## config.mk

```make
export PLATFORM = sky130hd
export DESIGN_NAME = serv_dbg_ctrl
export DESIGN_NICKNAME = d
export VERILOG_FILES = /design/src/rtl/serv_dbg_ctrl.sv
export SDC_FILE = /design/constraint.sdc
export NUM_CORES = 1
export LEC_CHECK = 0
export BUFFER_PORTS_ARGS = -buffer_cell sky130_fd_sc_hd__buf_2
export CAP_MARGIN = 25
export CORE_MARGIN = 2
export CORE_UTILIZATION = 45
export CTS_CLUSTER_DIAMETER = 100
export CTS_CLUSTER_SIZE = 20
export DETAILED_ROUTE_END_ITERATION = 10
export GPL_ROUTABILITY_DRIVEN = 0
export HOLD_SLACK_MARGIN = 0.15
export PLACE_DENSITY = 0.76
export SYNTH_ARGS = -nofsm -noshare
export SYNTH_HDL_FRONTEND = slang
export SYNTH_SLANG_ARGS = --single-unit
```

## constraint.sdc

```tcl
create_clock -name i_clk -period 1.9 [get_ports i_clk]
set_input_delay 0.57 -clock i_clk [delete_from_list [all_inputs] [get_ports i_clk]]
set_output_delay 0.57 -clock i_clk [all_outputs]
set_load 0.05 [all_outputs]
```

## src/rtl/serv_dbg_ctrl.sv

```systemverilog
// Debug-module halt/resume controller for the SERV core: decodes DMI accesses to
// dmcontrol/dmstatus and sequences halt, resume, single-step and ndmreset toward the hart.
module serv_dbg_ctrl #(
    parameter int HALT_TIMEOUT = 1023
) (
    input  logic        i_clk,
    input  logic        i_rst_n,
    input  logic        i_dmi_req,
    input  logic        i_dmi_we,
    input  logic [6:0]  i_dmi_addr,
    input  logic [31:0] i_dmi_wdata,
    output logic        o_dmi_ack,
    output logic [31:0] o_dmi_rdata,
    output logic        o_dbg_halt,
    output logic        o_dbg_resume,
    output logic        o_dbg_reset,
    input  logic        i_halted,
    input  logic        i_dbg_step
);
    localparam int CNT_W = (HALT_TIMEOUT < 1) ? 1 : $clog2(HALT_TIMEOUT + 1);
    localparam logic [CNT_W-1:0] CNT_MAX  = CNT_W'(HALT_TIMEOUT);
    localparam logic [CNT_W-1:0] CNT_LAST = CNT_W'(HALT_TIMEOUT - 1);
    localparam logic [6:0] ADDR_DMCONTROL = 7'h10;
    localparam logic [6:0] ADDR_DMSTATUS  = 7'h11;

    typedef enum logic [2:0] {
        RUNNING    = 3'd0,
        HALT_REQ   = 3'd1,
        HALTED     = 3'd2,
        RESUME_REQ = 3'd3,
        STEPPING   = 3'd4
    } state_t;

    state_t           state;
    state_t           state_next;
    logic             ack;
    logic             gap;
    logic             sample;
    logic             wr_ctrl;
    logic             resume_go;
    logic             enter_halted;
    logic             haltreq;
    logic             ndmreset;
    logic             dmactive;
    logic             haltreq_next;
    logic             ndmreset_next;
    logic             dmactive_next;
    logic             unavail;
    logic             resumeack;
    logic             havereset;
    logic [CNT_W-1:0] cnt;
    logic [31:0]      status;
    logic [31:0]      rd_val;
    logic             unused_wdata;

    assign unused_wdata = ^{i_dmi_wdata[29], i_dmi_wdata[27:2]};

    // The gap register enforces one idle cycle after every ack before a new sample.
    assign sample    = i_dmi_req && !ack && !gap;
    assign wr_ctrl   = sample && i_dmi_we && (i_dmi_addr == ADDR_DMCONTROL);
    assign resume_go = wr_ctrl && i_dmi_wdata[0] && i_dmi_wdata[30] && !i_dmi_wdata[31]
                       && (state == HALTED);
    assign enter_halted = (state_next == HALTED) && (state != HALTED);

    always_comb begin
        haltreq_next  = haltreq;
        ndmreset_next = ndmreset;
        dmactive_next = dmactive;
        if (wr_ctrl) begin
            dmactive_next = i_dmi_wdata[0];
            haltreq_next  = i_dmi_wdata[0] && i_dmi_wdata[31];
            ndmreset_next = i_dmi_wdata[0] && i_dmi_wdata[1];
        end
    end

    always_comb begin
        state_next = state;
        case (state)
            RUNNING: begin
                if (i_halted)     state_next = HALTED;
                else if (haltreq) state_next = HALT_REQ;
            end
            HALT_REQ: begin
                if (i_halted) state_next = HALTED;
            end
            HALTED: begin
                if (resume_go) state_next = RESUME_REQ;
            end
            RESUME_REQ: begin
                if (!i_halted) state_next = i_dbg_step ? STEPPING : RUNNING;
            end
            STEPPING: begin
                if (i_halted) state_next = HALTED;
            end
            default: state_next = RUNNING;
        endcase
        // An inactive debug module or a system reset in progress pins the hart view to RUNNING.
        if (!dmactive || ndmreset) state_next = RUNNING;
    end

    always_comb begin
        status        = '0;
        status[3:0]   = 4'd3;
        status[7]     = 1'b1;
        status[9:8]   = {2{state == HALTED}};
        status[11:10] = {2{(state == RUNNING) || (state == STEPPING)}};
        status[13:12] = {2{unavail}};
        status[17:16] = {2{resumeack}};
        status[19:18] = {2{havereset}};
    end

    always_comb begin
        rd_val = '0;
        case (i_dmi_addr)
            ADDR_DMCONTROL: rd_val = {haltreq, 29'd0, ndmreset, dmactive};
            ADDR_DMSTATUS:  rd_val = status;
            default:        rd_val = '0;
        endcase
    end

    always_ff @(posedge i_clk or negedge i_rst_n) begin
        if (!i_rst_n) begin
            ack         <= 1'b0;
            gap         <= 1'b0;
            o_dmi_rdata <= '0;
        end else begin
            ack         <= sample;
            gap         <= ack;
            o_dmi_rdata <= (sample && !i_dmi_we) ? rd_val : 32'd0;
        end
    end

    always_ff @(posedge i_clk or negedge i_rst_n) begin
        if (!i_rst_n) state <= RUNNING;
        else          state <= state_next;
    end

    always_ff @(posedge i_clk or negedge i_rst_n) begin
        if (!i_rst_n) begin
            haltreq   <= 1'b0;
            ndmreset  <= 1'b0;
            dmactive  <= 1'b0;
            unavail   <= 1'b0;
            resumeack <= 1'b0;
            havereset <= 1'b0;
            cnt       <= '0;
        end else begin
            haltreq  <= haltreq_next;
            ndmreset <= ndmreset_next;
            dmactive <= dmactive_next;
            if (!dmactive) begin
                unavail   <= 1'b0;
                resumeack <= 1'b0;
                havereset <= 1'b0;
                cnt       <= '0;
            end else begin
                if (ndmreset || (state != HALT_REQ)) cnt <= '0;
                else if (cnt != CNT_MAX)             cnt <= cnt + CNT_W'(1);

                // cnt holds N-1 during the N-th cycle spent in HALT_REQ.
                if (ndmreset || enter_halted)                    unavail <= 1'b0;
                else if ((state == HALT_REQ) && (cnt >= CNT_LAST)) unavail <= 1'b1;

                if (resume_go)                                 resumeack <= 1'b0;
                else if ((state == RESUME_REQ) && !i_halted)   resumeack <= 1'b1;

                if (ndmreset && !ndmreset_next)        havereset <= 1'b1;
                else if (wr_ctrl && i_dmi_wdata[28])   havereset <= 1'b0;
            end
        end
    end

    assign o_dmi_ack    = ack;
    assign o_dbg_halt   = (state == HALT_REQ) || ((state == HALTED) && haltreq);
    assign o_dbg_resume = (state == RESUME_REQ);
    assign o_dbg_reset  = ndmreset;

endmodule

```

==> reports/metrics.cfg, run 1 <==
[global_route]
grt_pass1_vias=1090
grtUsageTotal_pct=15.7
grt_max_degree=31
top_usage_layer=met2
grt_use_met3_pct=3.78
met2_usage_pct=23.7
grt_pass1_wl_mm=4.73
antenna_found_initial=0
overflow=0
use_met1_pct=20.7

[clock_network]
clkLatencyLatePin_ps=330
clock-root-buffer=clkbuf_4
cts_tree=yes
ctsLongestPathBuffers=2
htree_levels=2
cts_buffers=5
clock_sinks=30
clk_pin_slew_ps=90

[synthesis]
ys_seq_elements=30
netlist_area_sq_um=1550
async_flop_share_pct=100
avgSynthCellArea_sq_um=9.65
synth_compound_area_share_pct=10.4
ys_seq_area_share_pct=48.3
synth_top_family_by_area=simple AND/OR/NAND/NOR gates
ys.flop_type=dfrtp_1
synth_edf_count=0
synthXorXnorAreaFrac_pct=1.13
ys_types=40
synthSimpleGateAreaFrac_pct=23.6
synthCells=161
synthMuxAreaShare_pct=1.37
synth_top_area_share_pct=48.3
yosys.area.top_type=dfrtp_1
synth.yosys.warnings=0
synthTopCellsByArea=dfrtp_1 (48%), buf_4 (11%), nor2_1 (3.4%)
yosys.area_share.adder_pct=1.61

[route]
vias=1202
wl_mm=2.78
drt_pass1_iterations=4
wl_per_cell_um=11.2
ant_nets=0
drt_iter0_markers=39
vias_per_cell=4.83
drc=0

[finish]
final_core_utilization_pct=54.4
area.growth.synth_to_final_pct=16.8
fin_area_sq_um=1820
layout-drive-gt1-share_pct=29.6
multi_input_area_sq_um=668
fillers=304
nets=249
layout_common_cells=buf_2 (33), dfrtp_1 (26), conb_1 (18)
seq_area_sq_um=756
final_common_cell=buf_2
diodes=0
fin_cells=249

[flow_run]
cap_violations=0

[power_and_ir_drop]
power_density_nw_per_um2=653
p_leak_uw=0.000900
ir_drop_mv=0.366

[place]
portBuffers=35
placed_cells=240
hpwl_mm=2.03
postPlaceCellArea_sq_um=1730

[setup_path]
crit_arrival_ps=1290
r2r_setup_slack_ps=170
worstSetupEndpointType=output port
start_kind=flip-flop
worstPathMaxFanout=8
critPathKind=flip-flop to output port
required_ps=1330

[timing]
fin_tns_setup_ps=0
hold_ws_ps=226
finalHoldViolations=0
finClkSkew_ps=9.64
rsz0062_at_grt=true
setup_violations=0
period_share_pct=97.8
maxSlewViolCount=0
finalCriticalPeriod_ps=1860
clock.fmax_mhz=538

[outcome]
status=complete, no violations

[floorplan]
dieArea_sq_um=3940
core_area_sq_um=3340
num_rows=21
die_h_um=62.8
die_w_um=62.8
start_util_pct=46.6
ioPinCount=81

[hold_path]
hold_class=input port to asynchronous set/reset pin

==> stage by stage <==
step                setup slack (ps)  total power, uW
floorplan                       75.2              792
global placement                 156              805
detailed placement               138              806
CTS                             1.16             1210
global route                   -17.9             1240
finish                          41.9             1190
==> sequential cells by signal (all words and copies together), names as in the netlist <==
register / cells
state: 3
havereset: 1
gap: 1
resumeack: 1
o_dmi_rdata: 9
cnt: 10
o_dmi_ack: 1
dmactive: 1
unavail: 1
haltreq: 1
o_dbg_reset: 1
==> report_power, final <==
part           internal [uW]  switching, uW  leakage (uW)  total, uW
combinational           26.2            119      0.000455        145
clock                    179            213     0.0000353        392
sequential               644           4.27      0.000410        648
==> layer usage <==
metal,wire [um],vias to the layer above
li1,-,606
met1,1340,547
met2,1190,41
met3,171,8
met4,77,0
met5,0,-
==> critical path, stage by stage (launching register included) <==
cell,delay (ps)
dfrtp_2,450
nand2b_1,180
a21oi_2,160
buf_6,170
==> Yosys cell counts, drive strengths merged (2+ instances only) <==
master and instances:
dfrtp 30, buf 24, nor2 14, nand2 10
nand3 8, a21oi 6, nor3 6, and2 5
inv 5, a31oi 4, nor2b 4, nor3b 4
and3 3, clkbuf 3, o21a 3, o21ai 3
ha 2, nand2b 2, nand3b 2, nand4 2
nor4bb 2, o211ai 2, xnor2 2
==> area by class of cell <==
class                      instances  area share, %
timing repair buffer              44           14.1
clock inverter                     1          0.276
multi-input combinational        116           36.8
clock buffer                       7           3.03
sequential                        30           41.6
tap                               46           3.17
inverter                           5           1.03
==> final timing paths <==
check | from | depth (start not counted) | to
setup / recovery | state[1]$_DFF_PN0_ | 3 | o_dbg_halt
min in group i_clk | o_dmi_ack$_DFF_PN0_ | 0 | gap$_DFF_PN0_
hold reg to reg | o_dmi_ack$_DFF_PN0_ | 0 | gap$_DFF_PN0_
setup reg to reg | o_dbg_reset$_DFF_PN0_ | 4 | unavail$_DFFE_PN0P_
hold / removal | i_rst_n | 2 | cnt[2]$_DFFE_PN0P_
max in group asynchronous | i_rst_n | 2 | state[1]$_DFF_PN0_
==> cell families after synthesis <==
logic type      Yosys count
buf+inv                  32
xor+xnor                  2
fa+ha+maj                 2
simple gates             67
flops                    30
mux                       2
compound gates           25
other cells               1
==> what timing repair did <==
action / CTS / global route
resized for setup: 6 / 3
hold buffers: 0 / 0
endpoints found under the setup margin: 2 / 2
buffers inserted: 0 / 1
endpoints found under the hold margin: 0 / 0
(Power assumes the default switching activity.)
==> inputs of run 2 (changes only) <==
CORE_ASPECT_RATIO = 0.8   (was unset)
==> reports/metrics.cfg, run 2 (synthesized netlist as in run 1, its figures left out) <==
[outcome]
status=complete, no violations

[route]
drc=0
ant_nets=0
wl_per_cell_um=11.9
wl_mm=2.92
drt_pass1_iterations=4
drt_iter0_markers=90
vias=1209
vias_per_cell=4.93

[clock_network]
clock_sinks=30
clkLatencyLatePin_ps=270
ctsLongestPathBuffers=2
clk_pin_slew_ps=60
cts_buffers=5
htree_levels=2
cts_tree=yes
clock-root-buffer=clkbuf_8
postCtsHoldBufs=0

[floorplan]
start_util_pct=46.0
die_w_um=69.7
die_h_um=56.6
num_rows=19
ioPinCount=81
dieArea_sq_um=3940
core_area_sq_um=3380

[timing]
maxSlewViolCount=0
fin_tns_setup_ps=0
clock.fmax_mhz=551
setup_violations=0
finClkSkew_ps=2.88
finalHoldViolations=0
finalCriticalPeriod_ps=1810
rsz0062_at_grt=false
period_share_pct=95.4

[finish]
reg_top3=cnt (10), o_dmi_rdata (9), state (3)
seq_area_sq_um=754
diodes=0
final_common_cell=buf_2
multi_input_area_sq_um=673
fillers=329
layout_common_cells=buf_2 (33), dfrtp_1 (27), conb_1 (18)
regMostFlops=cnt
area.growth.synth_to_final_pct=18.4
largest_register_ffs=10
nets=250
layout-drive-gt1-share_pct=29.6

[setup_path]
worstPathMaxFanout=7
crit_arrival_ps=1240
critPathKind=flip-flop to output port
required_ps=1330
worstSetupEndpointType=output port
start_kind=flip-flop

[place]
portBuffers=35
hpwl_mm=2.23

[hold_path]
hold_class=input port to asynchronous set/reset pin

[power_and_ir_drop]
ir_drop_mv=0.280
p_seq_share_pct=51.5
power_density_nw_per_um2=686
p_int_uw=918
clockPowerShare_pct=36.8
p_leak_uw=0.000916
p_total_uw=1260
p_sw_uw=345
pwr-share-comb_pct=11.7
swShare_pct=27.3

[global_route]
grtUsageTotal_pct=16.9
overflow=0
grt_max_degree=31
grt_pass1_vias=1174
antenna_found_initial=0
grt_pass1_wl_mm=5.17

[flow_run]
cap_violations=0

[run 2: cell type report]
cell class              instances  area share (%)
well taps                      42            2.86
clock buffers                   5            3.74
repair buffers                 45            14.3
clock inverters                 2           0.544
flip-flops and latches         30            41.0
inverters                       5            1.02
multi-input cells             116            36.6
[run 2: worst paths after layout]
| check | startpoint | to | slack, ps | depth (start not counted) |
|---|---|---|---|---|
| worst max-delay path | state[1]$_DFF_PN0_ | o_dbg_resume | 90 | 3 |
| worst max register to register | o_dbg_reset$_DFF_PN0_ | unavail$_DFFE_PN0P_ | 190 | 4 |
| worst min register to register | o_dmi_ack$_DFF_PN0_ | gap$_DFF_PN0_ | 410 | 0 |
| max in group asynchronous | i_rst_n | state[1]$_DFF_PN0_ | 1310 | 2 |
| min in group i_clk | o_dmi_ack$_DFF_PN0_ | gap$_DFF_PN0_ | 410 | 0 |
| worst min-delay path | i_rst_n | o_dbg_reset$_DFF_PN0_ | 300 | 2 |
[run 2: layer usage]
| layer | vias up | share of wire [%] | GRT usage (%) |
|---|---|---|---|
| li1 | 605 | - | - |
| met1 | 563 | 47 | 21.4 |
| met2 | 36 | 47 | 28.2 |
| met3 | 5 | 4.5 | 3.59 |
| met4 | 0 | 1.4 | 7.42 |
| met5 | - | 0 | 0 |
[run 2: per-stage QoR]
stage                     instances  hold slack, ps  setup WS (ps)  area (sq um)  util, %
after floorplan                 178             274           75.2          1620        -
after global placement          237             383            147          1730     51.2
after detailed placement        237             414           78.4          1730     51.2
after CTS                       244             306           10.6          1810     53.7
after global routing            245             326           22.6          1840     54.5
final                           245             297           86.7          1840     54.5
[run 2: what timing repair did]
item,4_1_cts,5_1_grt
setup buffers,0,1
pin swaps,0,0
gates resized for setup,3,5
cloned,0,0
setup endpoints to repair,2,2
[run 2: power groups by stage]
stage	Clock, uW	Sequential [uW]	Combinational [uW]
global placement	0	661	145
detailed placement	0	662	147
floorplan	0	670	121
finish	465	650	148
CTS	477	651	147
global route	515	651	157
[run 2: worst max-delay path, stage by stage, from the launching register on]
cell,delay [ps]
dfrtp_2,430
nor2b_1,200
and2_4,180
buf_6,150
==> inputs of run 3 (changes only) <==
PLACE_DENSITY = unset   (was 0.76)
PLACE_DENSITY_LB_ADDON = 0.25   (was unset)
clock period = 1.7 ns   (was 1.9 ns; I/O delays follow)
==> reports/metrics.cfg, run 3 (synthesized netlist as in run 1, its figures left out) <==
[timing]
finalHoldViolations=0
hold_ws_ps=224
finClkSkew_ps=3.25
tightest_slew_ps=621
rsz0062_at_grt=true
clock.fmax_mhz=569
fin_tns_setup_ps=-78.9
slew-limit-headroom_pct=57.5
setup_violations=2
period_share_pct=103
fin_ws_ps=-58.2
finalCriticalPeriod_ps=1760
maxSlewViolCount=0

[finish]
final_common_cell=buf_2
reg_top3=cnt (10), o_dmi_rdata (9), state (3)
multi_input_area_sq_um=691
fillers=301
area.growth.synth_to_final_pct=23.9
fin_area_sq_um=1930
layout_common_cells=buf_2 (33), dfrtp_1 (28), conb_1 (18)
largest_register_ffs=10
regMostFlops=cnt
layout-drive-gt1-share_pct=33.2
diodes=0
seq_area_sq_um=753
nets=257
fin_cells=253

[floorplan]
num_rows=19
die_w_um=69.7
start_util_pct=46.0
die_h_um=56.6
ioPinCount=81
dieArea_sq_um=3940
core_area_sq_um=3380

[global_route]
antenna_found_initial=0
grt_pass1_wl_mm=5.62
overflow=0
grtUsageTotal_pct=18.5
grt_pass1_vias=1312
grt_max_degree=31

[power_and_ir_drop]
clockPowerShare_pct=39.8
power_density_nw_per_um2=771
p_seq_share_pct=48.9
p_leak_uw=0.000964
p_int_uw=1080
ir_drop_mv=0.432
swShare_pct=27.3
p_sw_uw=405
pwr-share-comb_pct=11.3

[setup_path]
start_kind=flip-flop
worstSetupEndpointType=output port
rr_worst_depth=5
worstPathMaxFanout=5
regToRegEndpoint=unavail$_DFFE_PN0P_
critPathKind=flip-flop to output port
critPathMaxStageDelay_ps=450
r2r_setup_slack_ps=80
r2r_start=state[1]$_DFF_PN0_
required_ps=1190
path_cells=nand3b_1, a21oi_2, buf_6
crit_arrival_ps=1250
critPathSlowestCell=dfrtp_2

[route]
drc=0
wl_mm=3.27
vias=1281
vias_per_cell=5.06
drt_iter0_markers=91
drt_pass1_iterations=4
ant_nets=0
wl_per_cell_um=12.9

[place]
postPlaceCellArea_sq_um=1770
placed_cells=243
hpwl_mm=2.46
place_ws_ps=-17.6
portBuffers=35

[clock_network]
clk_pin_slew_ps=60
ctsLongestPathBuffers=2
clock-root-buffer=clkbuf_8
htree_levels=2
cts_tree=yes
cts_buffers=5
clkLatencyLatePin_ps=280
clock_sinks=30
postCtsHoldBufs=0

[hold_path]
hold_class=input port to asynchronous set/reset pin

[outcome]
violations=negative setup slack
status=finished with violations

[flow_run]
cap_violations=0

-- run 3: critical path: cells and delay by family, from the launching register on --
family | cells | cell delay (ps)
AOI/OAI and AO/OA | 1 | 160
and+or+nand+nor | 1 | 180
buffers and inverters | 1 | 170
DFF | 1 | 450
-- run 3: how the worst max path moves through the flow --
stage | start | endpoint | slack, ps | cells after the start
after global placement | o_dbg_reset$_DFF_PN0_ | unavail$_DFFE_PN0P_ | 20 | 4
final | state[0]$_DFF_PN0_ | o_dbg_halt | -60 | 3
after detailed placement | i_dmi_addr[1] | o_dmi_rdata[19]$_DFF_PN0_ | -20 | 6
after floorplan | o_dbg_reset$_DFF_PN0_ | unavail$_DFFE_PN0P_ | -120 | 4
after global routing | state[0]$_DFF_PN0_ | o_dbg_halt | -110 | 3
after CTS | state[0]$_DFF_PN0_ | o_dbg_halt | -70 | 3
-- run 3: repair_timing --
| item | CTS | global route |
|---|---|---|
| setup endpoints to repair | 3 | 10 |
| resized for setup | 7 | 5 |
| hold endpoints to repair | 0 | 0 |
| buffers inserted | 2 | 0 |
| pin swaps | 2 | 0 |
-- run 3: layout make-up --
class / count / area share [%]
inverters: 5 / 0.975
repair buffers: 52 / 16.6
multi-input cells: 116 / 35.9
clock buffers: 7 / 4.48
well taps: 42 / 2.73
flip-flops and latches: 30 / 39.1
clock inverters: 1 / 0.260
-- run 3: per-stage QoR --
stage	utilization, %	power [uW]
after floorplan	-	885
after global placement	52.6	901
after detailed placement	52.6	905
after CTS	56.4	1500
after global routing	57.0	1550
final	57.0	1480
-- run 3: power by group through the flow --
stage	Clock [uW]	Sequential [uW]	Combinational [uW]
after floorplan	0	749	135
after detailed placement	0	738	166
after CTS	606	725	167
after global routing	648	726	179
after global placement	0	738	163
final	591	726	168
-- run 3: per-layer routing --
| layer | wire length [um] | share of wire (%) | GRT usage [%] |
|---|---|---|---|
| met3 | 251 | 7.7 | 7.18 |
| met1 | 1390 | 42 | 21.7 |
| met2 | 1590 | 48 | 30.1 |
| met4 | 48 | 1.5 | 8.52 |
| met5 | 0 | 0 | 0 |
